`config.mk`:
```
export PLATFORM = sky130hd
export DESIGN_NAME = fetch_unit
export DESIGN_NICKNAME = d
export VERILOG_FILES = /design/src/rtl/fetch_unit.sv
export SDC_FILE = /design/constraint.sdc
export NUM_CORES = 1
export LEC_CHECK = 0
export BUFFER_PORTS_ARGS = -buffer_cell sky130_fd_sc_hd__buf_2
export CELL_PAD_IN_SITES_DETAIL_PLACEMENT = 0
export CELL_PAD_IN_SITES_GLOBAL_PLACEMENT = 1
export CORE_MARGIN = 3
export CORE_UTILIZATION = 40
export CTS_CLUSTER_SIZE = 10
export DETAILED_ROUTE_END_ITERATION = 8
export HOLD_SLACK_MARGIN = 0.02
export PLACE_DENSITY_LB_ADDON = 0.1
export SLEW_MARGIN = 10
export SYNTH_ARGS = -nofsm -noshare
export SYNTH_HDL_FRONTEND = slang
export SYNTH_SLANG_ARGS = --single-unit
```
`constraint.sdc`:
```
create_clock -name clk -period 4.45 [get_ports clk]
set_clock_uncertainty 0.15 [all_clocks]
set_input_delay 0 -clock clk [delete_from_list [all_inputs] [get_ports clk]]
set_output_delay 0 -clock clk [all_outputs]
set_load 0.005 [all_outputs]
```
`src/rtl/fetch_unit.sv`:
```
// fetch_unit: instruction fetch front end. It issues in-order word reads to
// instruction memory under a shared credit limit, pairs each returned word with
// its address from an in-order PC queue, and buffers {word, pc} in a small FIFO
// for the core. A redirect flushes the FIFO and PC queue and drops the
// responses still in flight.
module fetch_unit #(
    parameter logic [31:0] RESET_PC = 32'h0000_0000,
    parameter int          DEPTH    = 2
) (
    input  logic        clk,
    input  logic        rst_n,
    input  logic        redirect_valid,
    input  logic [31:0] redirect_pc,
    output logic        mem_req_valid,
    input  logic        mem_req_ready,
    output logic [31:0] mem_req_addr,
    input  logic        mem_rsp_valid,
    input  logic [31:0] mem_rsp_data,
    output logic        inst_valid,
    input  logic        inst_ready,
    output logic [31:0] inst_data,
    output logic [31:0] inst_pc
);
    // Storage is sized for the largest legal DEPTH (4); pointers wrap at DEPTH.
    localparam int            PW      = 2;
    localparam int            CW      = 3;
    localparam logic [CW-1:0] DEPTH_C = CW'(DEPTH);
    localparam logic [PW-1:0] LAST_C  = PW'(DEPTH - 1);

    // Circular pointer increment, wrapping after entry DEPTH-1.
    function automatic logic [PW-1:0] ptr_inc(input logic [PW-1:0] p);
        logic [PW-1:0] n;
        if (p == LAST_C) begin
            n = 2'd0;
        end else begin
            n = p + 2'd1;
        end
        return n;
    endfunction

    logic          run_q, run_d;
    logic [31:0]   pc_q, pc_d;
    logic [CW-1:0] drop_q, drop_d;
    logic [31:0]   pcq_q [4];
    logic [31:0]   pcq_d [4];
    logic [PW-1:0] pcq_rd_q, pcq_rd_d, pcq_wr_q, pcq_wr_d;
    logic [CW-1:0] pcq_cnt_q, pcq_cnt_d;
    logic [31:0]   fd_q [4];
    logic [31:0]   fd_d [4];
    logic [31:0]   fp_q [4];
    logic [31:0]   fp_d [4];
    logic [PW-1:0] f_rd_q, f_rd_d, f_wr_q, f_wr_d;
    logic [CW-1:0] f_cnt_q, f_cnt_d;

    logic          deliver_s;
    logic          req_fire_s;
    logic          rsp_keep_s;
    logic [CW-1:0] inflight_s;
    logic [CW-1:0] occ_s;

    // Handshakes and the credit check; a delivery this cycle frees its slot.
    always_comb begin
        inst_valid    = (f_cnt_q != 3'd0);
        deliver_s     = inst_valid & inst_ready;
        inflight_s    = pcq_cnt_q + drop_q;
        occ_s         = inflight_s + f_cnt_q - CW'(deliver_s);
        mem_req_valid = run_q & ~redirect_valid & (occ_s < DEPTH_C);
        mem_req_addr  = pc_q;
        req_fire_s    = mem_req_valid & mem_req_ready;
        rsp_keep_s    = mem_rsp_valid & (drop_q == 3'd0) & ~redirect_valid;
        inst_data     = fd_q[f_rd_q];
        inst_pc       = fp_q[f_rd_q];
    end

    // Next-state: redirect flush, request issue, response capture, delivery.
    always_comb begin
        run_d     = 1'b1;
        pc_d      = pc_q;
        drop_d    = drop_q;
        pcq_d     = pcq_q;
        pcq_rd_d  = pcq_rd_q;
        pcq_wr_d  = pcq_wr_q;
        pcq_cnt_d = pcq_cnt_q;
        fd_d      = fd_q;
        fp_d      = fp_q;
        f_rd_d    = f_rd_q;
        f_wr_d    = f_wr_q;
        f_cnt_d   = f_cnt_q;
        if (redirect_valid) begin
            // Every request still in flight after this cycle must be dropped,
            // including those already counted from an earlier redirect.
            pc_d      = redirect_pc & 32'hFFFF_FFFC;
            drop_d    = inflight_s - CW'(mem_rsp_valid);
            pcq_rd_d  = 2'd0;
            pcq_wr_d  = 2'd0;
            pcq_cnt_d = 3'd0;
            f_rd_d    = 2'd0;
            f_wr_d    = 2'd0;
            f_cnt_d   = 3'd0;
        end else begin
            if (req_fire_s) begin
                pc_d            = pc_q + 32'd4;
                pcq_d[pcq_wr_q] = pc_q;
                pcq_wr_d        = ptr_inc(pcq_wr_q);
            end else begin
                pc_d = pc_q;
            end
            if (rsp_keep_s) begin
                pcq_rd_d     = ptr_inc(pcq_rd_q);
                fd_d[f_wr_q] = mem_rsp_data;
                fp_d[f_wr_q] = pcq_q[pcq_rd_q];
                f_wr_d       = ptr_inc(f_wr_q);
            end else if (mem_rsp_valid) begin
                drop_d = drop_q - 3'd1;
            end else begin
                drop_d = drop_q;
            end
            if (deliver_s) begin
                f_rd_d = ptr_inc(f_rd_q);
            end else begin
                f_rd_d = f_rd_q;
            end
            pcq_cnt_d = pcq_cnt_q + CW'(req_fire_s) - CW'(rsp_keep_s);
            f_cnt_d   = f_cnt_q + CW'(rsp_keep_s) - CW'(deliver_s);
        end
    end

    // State registers with asynchronous reset to the idle, empty state.
    always_ff @(posedge clk or negedge rst_n) begin
        if (!rst_n) begin
            run_q     <= 1'b0;
            pc_q      <= RESET_PC;
            drop_q    <= 3'd0;
            pcq_rd_q  <= 2'd0;
            pcq_wr_q  <= 2'd0;
            pcq_cnt_q <= 3'd0;
            f_rd_q    <= 2'd0;
            f_wr_q    <= 2'd0;
            f_cnt_q   <= 3'd0;
            for (int i = 0; i < 4; i++) begin
                pcq_q[i] <= 32'd0;
                fd_q[i]  <= 32'd0;
                fp_q[i]  <= 32'd0;
            end
        end else begin
            run_q     <= run_d;
            pc_q      <= pc_d;
            drop_q    <= drop_d;
            pcq_rd_q  <= pcq_rd_d;
            pcq_wr_q  <= pcq_wr_d;
            pcq_cnt_q <= pcq_cnt_d;
            f_rd_q    <= f_rd_d;
            f_wr_q    <= f_wr_d;
            f_cnt_q   <= f_cnt_d;
            for (int i = 0; i < 4; i++) begin
                pcq_q[i] <= pcq_d[i];
                fd_q[i]  <= fd_d[i];
                fp_q[i]  <= fp_d[i];
            end
        end
    end
endmodule

```
=== After elaboration in Yosys (flattened, before gate mapping) ===
Cells that the tools add are included.
Widths: inputs -> output; s select.

* Add/subtract/negate cells: 14
* Multiply operators: 0
* Div/mod/pow operators: 0
* Magnitude comparators: 7
* Eq/ne operators: 5
* Shift operators: 0
* Multiplexer cells: 35
* Bitwise logic cells: 11
* Reduce and logical (&&, ||, !) cells: 11

{| class="wikitable"
|+ Operator list
! cell !! number
|-
| $bwmux 128 || 3
|-
| $mux 32 || 10
|-
| $bmux 32 s2 || 3
|-
| $demux 32 s2 || 2
|-
| $add 32x3->32 const B || 1
|-
| $mux 2 || 12
|-
| $mux 3 || 5
|-
| $ge 3x3->1 const B || 4
|-
| $not 2->3 || 4
|-
| $sub 3x1->3 || 4
|-
| $add 2x1->2 const B || 4
|-
| $eq 2x1->1 const B || 4
|-
| $reduce_bool 2->1 || 4
|-
| $add 3x1->3 || 2
|-
| $add 3x3->3 || 2
|-
| $and 1x1->1 || 6
|-
| $lt 3x1->1 const B || 2
|-
| $reduce_and 2->1 || 3
|-
| $logic_not 3->1 || 1
|-
| $lt 3x2->1 const B || 1
|-
| $reduce_bool 3->1 || 1
|-
| $sub 3x1->3 const B || 1
|-
| $logic_and 1x1->1 || 2
|-
| $ne 2x2->1 const B || 1
|-
| $not 1->1 || 1
|}

* Register bits after elaboration: 434
* Latch bits: 0
* RAM bits: 0
* ROM bits: 0
* Input port bits: 70
* Output and inout port bits: 98
* Logic and storage cells: 104
* Memories kept: 0

=== Longest topological paths before layout ===
Gate-level depths: netlist of the first run.

* Depth after elaboration: 9
* Mapped depth: 18
* Depth with buffers taken out: 16

=== Worst setup path before layout of the first run ===
No wires, ideal clock.

* Kind: reg2reg
* From: register drop_q[0]
* To: register pcq_cnt_q[2]
* Library setup time: 0.132 ns
* Arrival: 4.127 ns
* Required time: 4.168 ns
* Path slack: 0.042 ns
* Stages on the path, launching flop included: 19
* Path buffers: 2
* Period minus slack after synthesis: 4.408 ns
* Cells stage by stage: dfrtp_1 -> ha_1 -> fa_1 -> inv_1 -> ha_1 -> fa_1 -> xnor2_1 -> xor3_2 -> nor2_8 -> inv_2 -> buf_6 -> buf_2 -> ha_1 -> inv_1 -> ha_1 -> inv_1 -> fa_1 -> xnor2_1 -> nor2_1

* Cells in the longest elaborated chain, start to end: 9
* Elaborated cells on any way between the ends: 12
* Classes of those cells: add/sub (5); order compare (1); mux (1); bitwise (4); reduce/logical (1)

{| class="wikitable"
|+ Ends and longest elaborated chain
! element !! RTL line !! text
|-
| from (decl) || 43 || <nowiki>logic [CW-1:0] drop_q, drop_d;</nowiki>
|-
| from (signal assigned) || 148 || <nowiki>drop_q <= drop_d;</nowiki>
|-
| $add 3x3->3 || 65 || <nowiki>inflight_s = pcq_cnt_q + drop_q;</nowiki>
|-
| $add 3x3->3 || 66 || <nowiki>occ_s = inflight_s + f_cnt_q - CW'(deliver_s);</nowiki>
|-
| $sub 3x1->3 || 66 ||
|-
| $lt 3x2->1 || 67 || <nowiki>mem_req_valid = run_q & ~redirect_valid & (occ_s < DEPTH_C);</nowiki>
|-
| $and 1x1->1 || 67 ||
|-
| $and 1x1->1 || 69 || <nowiki>req_fire_s = mem_req_valid & mem_req_ready;</nowiki>
|-
| $add 3x1->3 || 123 || <nowiki>pcq_cnt_d = pcq_cnt_q + CW'(req_fire_s) - CW'(rsp_keep_s);</nowiki>
|-
| $sub 3x1->3 * || 123 ||
|-
| $mux 3 * || 89 || <nowiki>if (redirect_valid) begin</nowiki>
|-
| via pcq_cnt_d[2] || 47 || <nowiki>logic [CW-1:0] pcq_cnt_q, pcq_cnt_d;</nowiki>
|-
| to (signal assigned) || 151 || <nowiki>pcq_cnt_q <= pcq_cnt_d;</nowiki>
|-
| to (decl) || 47 ||
|}

The timed path passes the listed nets; every way through them passes the cells marked *.
A chain may end at the register's enable or synchronous reset.

=== Worst setup path after layout of the first run ===
* From: register drop_q[0]
* To: register pc_q[18] (netlist: mem_req_addr[18])

* Cells in the longest elaborated chain, start to end: 7

{| class="wikitable"
|+ Ends and longest elaborated chain
! element !! RTL line !! text
|-
| $add 3x3->3 || 65 ||
|-
| $add 3x3->3 || 66 ||
|-
| $sub 3x1->3 || 66 ||
|-
| $lt 3x2->1 || 67 ||
|-
| $and 1x1->1 || 67 ||
|-
| $and 1x1->1 || 69 ||
|-
| $reduce_bool 2->1 (no line) || - ||
|-
| to (signal assigned) || 147 || <nowiki>pc_q <= pc_d;</nowiki>
|-
| to (decl) || 42 || <nowiki>logic [31:0] pc_q, pc_d;</nowiki>
|}

No other way between the ends.

==> results.tsv, run 1 <==
metric	value	unit
H-tree depth	2	
WL/cell	21.3	microns
asr flop ratio synth	100	%
antenna violations before repair	0	
FP Rows	78	
number of global-route vias before repair	12332	
Adder-Cell Fraction of Synth Area	1.23	%
CP Buf/Inv Count	3	
Starting Density	40.9	%
kind of critical path	register to register	
Hold WC Path Type	input port to register	
n_diodes	0	
EDFF count, synth	0	
Rel. slew slack	26.9	%
die width	222	microns
Routed Antenna Nets	0	
RSZ-0062 raised after global routing	yes	
Final HPWL DP	27.4	mm
leakage power	0.0108	uW
GR peak layer	met2	
DR vias/cell	5.34	
WHS	0.0939	ns
clock period minus worst slack	4.29	ns
Pins Over Slew Limit	0	
fmax	233	MHz
crit-path max FO	7	
Syn Area/Cell	15.4	sq um
GRT met1 Usage	26.2	%
layout cells sized above 1	47.4	%
main combinational cell family by area after synthesis	multiplexers	
Slowest-stage cell, CP	dlygate4sd3_1	
synthesis-stage register bit count	416	
slowest stage delay, CP	0.55	ns
family with the most delay on the worst path	adder cells	
area leader, netlist	dfrtp_1	
sequential area share after synthesis	55.6	%
ys flop type	dfrtp_1	
XOR/XNOR Fraction of Synth Area	1.33	%
synth cell count leaders	dfrtp_1, mux2_2, mux4_2, nand2_1, clkbuf_1	
MaxCap Viol Count	0	
final wirelength	45.1	mm
finished layout cell area	22900	sq um
post-layout util	50.1	%
Die H	222	microns
# IOs	168	
Overall Global Routing Usage	18.6	%
internal reg-to-reg setup slack	0.16	ns
endpoints failing setup	0	
cell count after synthesis	1213	
DRT iter0 DRCs	399	
Final Hold Vio Count	0	
post-synth cell types	54	
DRC violations left	0	
cell chain of the critical path	ha_1, fa_1, inv_1, ha_1, fa_1, xnor2_2, xor3_2, buf_4, nor4_2, xor2_1, mux2_2, dlygate4sd3_1	
period utilisation layout	96.3	%
synth top area cells	dfrtp_1, mux2_2, mux4_2	
compound-gate portion of the synthesized area	2.12	%
clock buffer depth	3	
mux cell area share after synthesis	33.4	%
Yosys warning count	0	
PD cells	543	nW/um^2
grt met3 use	2.77	%
routability cong.	0.716	
CTS Sinks	416	
Mapped Area	18700	sq um
die area	49500	sq um
Simple-Gate Fraction of Synth Area	3.71	%
Overflow after GRT	0	
first-pass GRT wire length	72.2	mm
clk slew on worst S/H paths	0.06	ns
count leader, synth	dfrtp_1	
Port Buffers	161	
Clk Latency, worst-skew pair	0.57	ns
Cell Area, Placed	20200	sq um
# fillers	3953	
routed vias	11298	
largest net degree at the start of global routing	94	
status	completed	
clock root cell	clkbuf_16	
worst-margin pin slew	1.10	ns
CTS tree	built	
Final #Nets	1588	
dpl ws	0.197	ns
core region area	45800	sq um
WP data arrival	4.59	ns
grt met2 use	30.0	%
Num CTS Buffers	48	
CP Launch Type	register	
VDD IR max	0.351	mV
CP Capture Type	register	
worst path required time	4.76	ns
fin worst setup slack	0.162	ns
Synth top area share	55.6	%
area grow syn2layout	22.4	%
DRT Pass-1 Iters	4	
[logic make-up after synthesis]
kind of cell	after synthesis
AO/OA/AOI/OAI	54
AND/OR/NAND/NOR	131
multiplexers	464
XOR/XNOR	25
flip-flops	416
other	2
buffers and inverters	105
adder cells (fa/ha/maj)	16
[repair_timing]
action / 4_1_cts / 5_1_grt
endpoints found under the setup margin: 0 / 15
buffers inserted: 0 / 2
hold buffers: 135 / 0
hold endpoints to repair: 316 / 0
gates resized for setup: 0 / 8
[cells in the final DEF, fill, tap and decap left out, types with 3 or more instances in the layout]
cell / synthesis / layout
nand3_1: 22 / 21
o21ai_0: 12 / 11
and2_1: 4 / 4
xor2_1: 6 / 6
dlygate4sd3_1: 0 / 134
buf_2: 32 / 160
clkbuf_16: 0 / 50
or4_1: 3 / 3
mux2_1: 4 / 4
fa_1: 4 / 4
ha_1: 12 / 12
o31ai_1: 3 / 3
a21oi_1: 6 / 6
nor2b_1: 6 / 6
o211ai_1: 4 / 4
dfrtp_1: 416 / 413
conb_1: 2 / 5
and3_1: 5 / 5
buf_4: 10 / 22
nor2_1: 11 / 11
nor4_1: 5 / 3
o311ai_0: 20 / 20
clkbuf_1: 33 / 12
nand4_1: 8 / 8
mux2_2: 366 / 366
xnor2_1: 17 / 16
nand2_1: 47 / 46
mux4_2: 92 / 92
buf_12: 0 / 6
inv_1: 15 / 15
[power by group]
group	total [uW]	internal (uW)	switching (uW)	leakage, uW
clock	3460	2000	1460	0.000641
sequential	5110	4550	566	0.00561
combinational	3880	2150	1730	0.00459
total	12500	8700	3760	0.0108
[layout make-up]
cell class	count	area [sq um]	share of cell area, %
multi-input combinational	695	7910	34.5
sequential	416	10400	45.4
clock buffer	62	1300	5.65
inverter	17	63.8	0.278
tap	600	751	3.27
timing repair buffer	324	2470	10.8
clock inverter	2	21.3	0.0928
[worst reg2reg max path: cells and delay by family, from the launching register on]
family	cells	cell delay [ns]
mux	1	0.27
xor+xnor	3	0.78
buf+inv	3	0.81
simple gates	1	0.31
flops	1	0.40
fa+ha+maj	4	1.47
[metal layers]
layer	wire length, microns	share of wire [%]
met5	0	0
met4	994	2.2
met3	1700	3.8
met2	21400	47
met1	21000	47
[flip-flops by register name, indices dropped and copies added (netlist names)]
register / cells
pcq_cnt_q: 3
f_cnt_q: 3
f_wr_q: 2
pcq_rd_q: 2
f_rd_q: 2
pcq_wr_q: 2
fd_q: 128
run_q: 1
mem_req_addr: 30
fp_q: 120
pcq_q: 120
drop_q: 3
[path summary, 6_finish.rpt]
path,startpoint,to,depth (start not counted)
hold reg to reg,fp_q[109]$_DFFE_PN0P_,fp_q[109]$_DFFE_PN0P_,1
hold / removal,mem_rsp_data[31],fd_q[127]$_DFFE_PN0P_,3
setup reg to reg,drop_q[0]$_DFFE_PN0P_,mem_req_addr[18]$_DFFE_PN0N_,12
setup / recovery,drop_q[0]$_DFFE_PN0P_,mem_req_addr[18]$_DFFE_PN0N_,12
min in group asynchronous,rst_n,fp_q[39]$_DFFE_PN0P_,3
max in group asynchronous,rst_n,pcq_rd_q[0]$_DFFE_PN0P_,4
[per-stage QoR]
step	total power, uW	setup TNS (ns)	std cells
6_report	12500	0	2116
5_1_grt	13200	-0.128	2116
4_1_cts	12600	0	2114
3_5_place_dp	8940	0	1915
3_3_place_gp	8870	0	1915
2_1_floorplan	7530	0	1216
Power figures use the tool's default switching activity.
==> run 2: changes to the inputs <==
- BUFFER_PORTS_ARGS: -buffer_cell sky130_fd_sc_hd__buf_2 -> default
- CORE_MARGIN: 3 -> 2
- DONT_BUFFER_PORTS: default -> 1
==> run 2 against run 1 <==
- sequential power about the same
- clock power increased by 7.2%
- worst setup slack improved by 0.11 ns
- combinational power decreased by 15%
- clock-buffer cell count increased by 2
- the flow now finishes with violations (negative hold slack)
- via count decreased by 6.2%
- cell count decreased by 8.7%
- die area decreased by 1.8%
==> results.tsv, run 2 (same netlist as run 1, synthesis figures left out) <==
metric	value	unit
Overall Global Routing Usage	18.5	%
status	finished with violations	
routability cong.	0.731	
DRT iter0 DRCs	509	
clock buffer depth	3	
leakage power	0.0100	uW
DR vias/cell	5.48	
DRC violations left	0	
WHS	-1.03	ns
cell chain of the critical path	or3_1, and2_1, ha_1, nand2b_1, fa_1, xnor2_1, xor3_2, nor4_1, xor2_1, mux2_2, dlygate4sd3_1	
VDD IR max	0.648	mV
CP Launch Type	register	
core region area	46400	sq um
layout cells sized above 1	41.7	%
Final Hold Vio Count	416	
Clk Latency, worst-skew pair	0.57	ns
Pins Over Slew Limit	0	
sequential cell area	10400	sq um
Hold WC Path Type	input port to async pin	
MaxCap Viol Count	0	
CTS tree	built	
number of global-route vias before repair	11181	
Final #Nets	1395	
largest net degree at the start of global routing	417	
number of flip-flops in the largest register	128	
CTS Sinks	416	
final wirelength	44.0	mm
Starting Density	40.4	%
n_diodes	0	
antenna violations before repair	0	
setup TNS	0	ns
# fillers	4035	
clock root cell	clkbuf_16	
H-tree depth	2	
period utilisation layout	93.9	%
endpoints failing setup	0	
post-layout util	47.2	%
clk slew on worst S/H paths	0.06	ns
crit-path max FO	8	
routed vias	10594	
PD cells	554	nW/um^2
failing checks	negative hold slack	
WP data arrival	4.48	ns
worst-margin pin slew	1.35	ns
internal reg-to-reg setup slack	0.27	ns
FP Rows	79	
# IOs	168	
Num CTS Buffers	49	
RSZ-0062 raised after global routing	no	
die area	48600	sq um
Port Buffers	0	
slowest stage delay, CP	0.55	ns
clock period minus worst slack	4.18	ns
registers with the most flip-flops	fd_q (128), fp_q (120), pcq_q (120)	
WL/cell	22.8	microns
CTS hold repair buffers	112	
Final HPWL DP	25.6	mm
die width	220	microns
commonest cells after routing, fill and taps aside	dfrtp_1, mux2_2, dlygate4sd3_1	
Die H	220	microns
Multi-input gate area	7900	sq um
CP Capture Type	register	
Pwr Total	12100	uW
# Post-CTS Setup Buffers	0	
register with the most flip-flops	fd_q	
kind of critical path	register to register	
DRT Pass-1 Iters	4	
worst path required time	4.75	ns
fmax	239	MHz
commonest non-fill, non-tap cell in the layout	dfrtp_1	
Routed Antenna Nets	0	
first-pass GRT wire length	68.3	mm
Rel. slew slack	9.89	%
Slowest-stage cell, CP	dlygate4sd3_1	
Overflow after GRT	0	
area grow syn2layout	16.9	%
-- run 2: path summary, 6_finish.rpt --
check	startpoint	end	cells past startpoint
min in group clk	redirect_pc[8]	mem_req_addr[8]$_DFFE_PN0N_	3
max in group asynchronous	rst_n	f_rd_q[0]$_DFFE_PN0P_	0
worst max register to register	f_cnt_q[2]$_DFF_PN0_	mem_req_addr[18]$_DFFE_PN0N_	11
worst max-delay path	f_cnt_q[2]$_DFF_PN0_	mem_req_addr[18]$_DFFE_PN0N_	11
worst min register to register	fp_q[111]$_DFFE_PN0P_	fp_q[111]$_DFFE_PN0P_	1
worst min-delay path	rst_n	fd_q[104]$_DFFE_PN0P_	0
-- run 2: stage by stage --
step | std cells | worst slack, ns | cell area (sq um)
6_report | 1932 | 0.271 | 21900
5_1_grt | 1932 | 0.0916 | 21900
4_1_cts | 1932 | 0.100 | 21900
3_5_place_dp | 1753 | 0.192 | 19300
3_3_place_gp | 1753 | 0.191 | 19300
2_1_floorplan | 1216 | 0.0418 | 18700
-- run 2: cell type report --
class | instances | area share, %
timing repair buffer | 130 | 6.01
clock inverter | 3 | 0.314
clock buffer | 64 | 6.24
sequential | 416 | 47.6
inverter | 17 | 0.292
multi-input combinational | 695 | 36.1
tap | 607 | 3.47
-- run 2: layer usage --
metal  routed length, microns  track usage, %  vias to the layer above
li1                         -               -                     4685
met5                        0               0                        -
met2                    21400            30.8                      195
met3                     2410            4.69                       54
met1                    19600            24.6                     5660
met4                      685            3.96                        0
-- run 2: where the power goes --
part	total (uW)	internal (uW)	switching, uW
Sequential	5120	4550	572
Combinational	3300	1770	1530
Clock	3710	2220	1490
-- run 2: worst max-delay path, delay by kind of cell (launching register included) --
kind,cells,cell delay (ns)
multiplexers,1,0.27
AND/OR/NAND/NOR,4,1.22
XOR/XNOR,3,0.78
adder cells (fa/ha/maj),2,0.68
buffers and inverters,1,0.55
flip-flops,1,0.41
-- run 2: what timing repair did --
item | in CTS | in global routing
hold endpoints to repair | 592 | 416
setup endpoints to repair | 0 | 3
resized for setup | 0 | 1
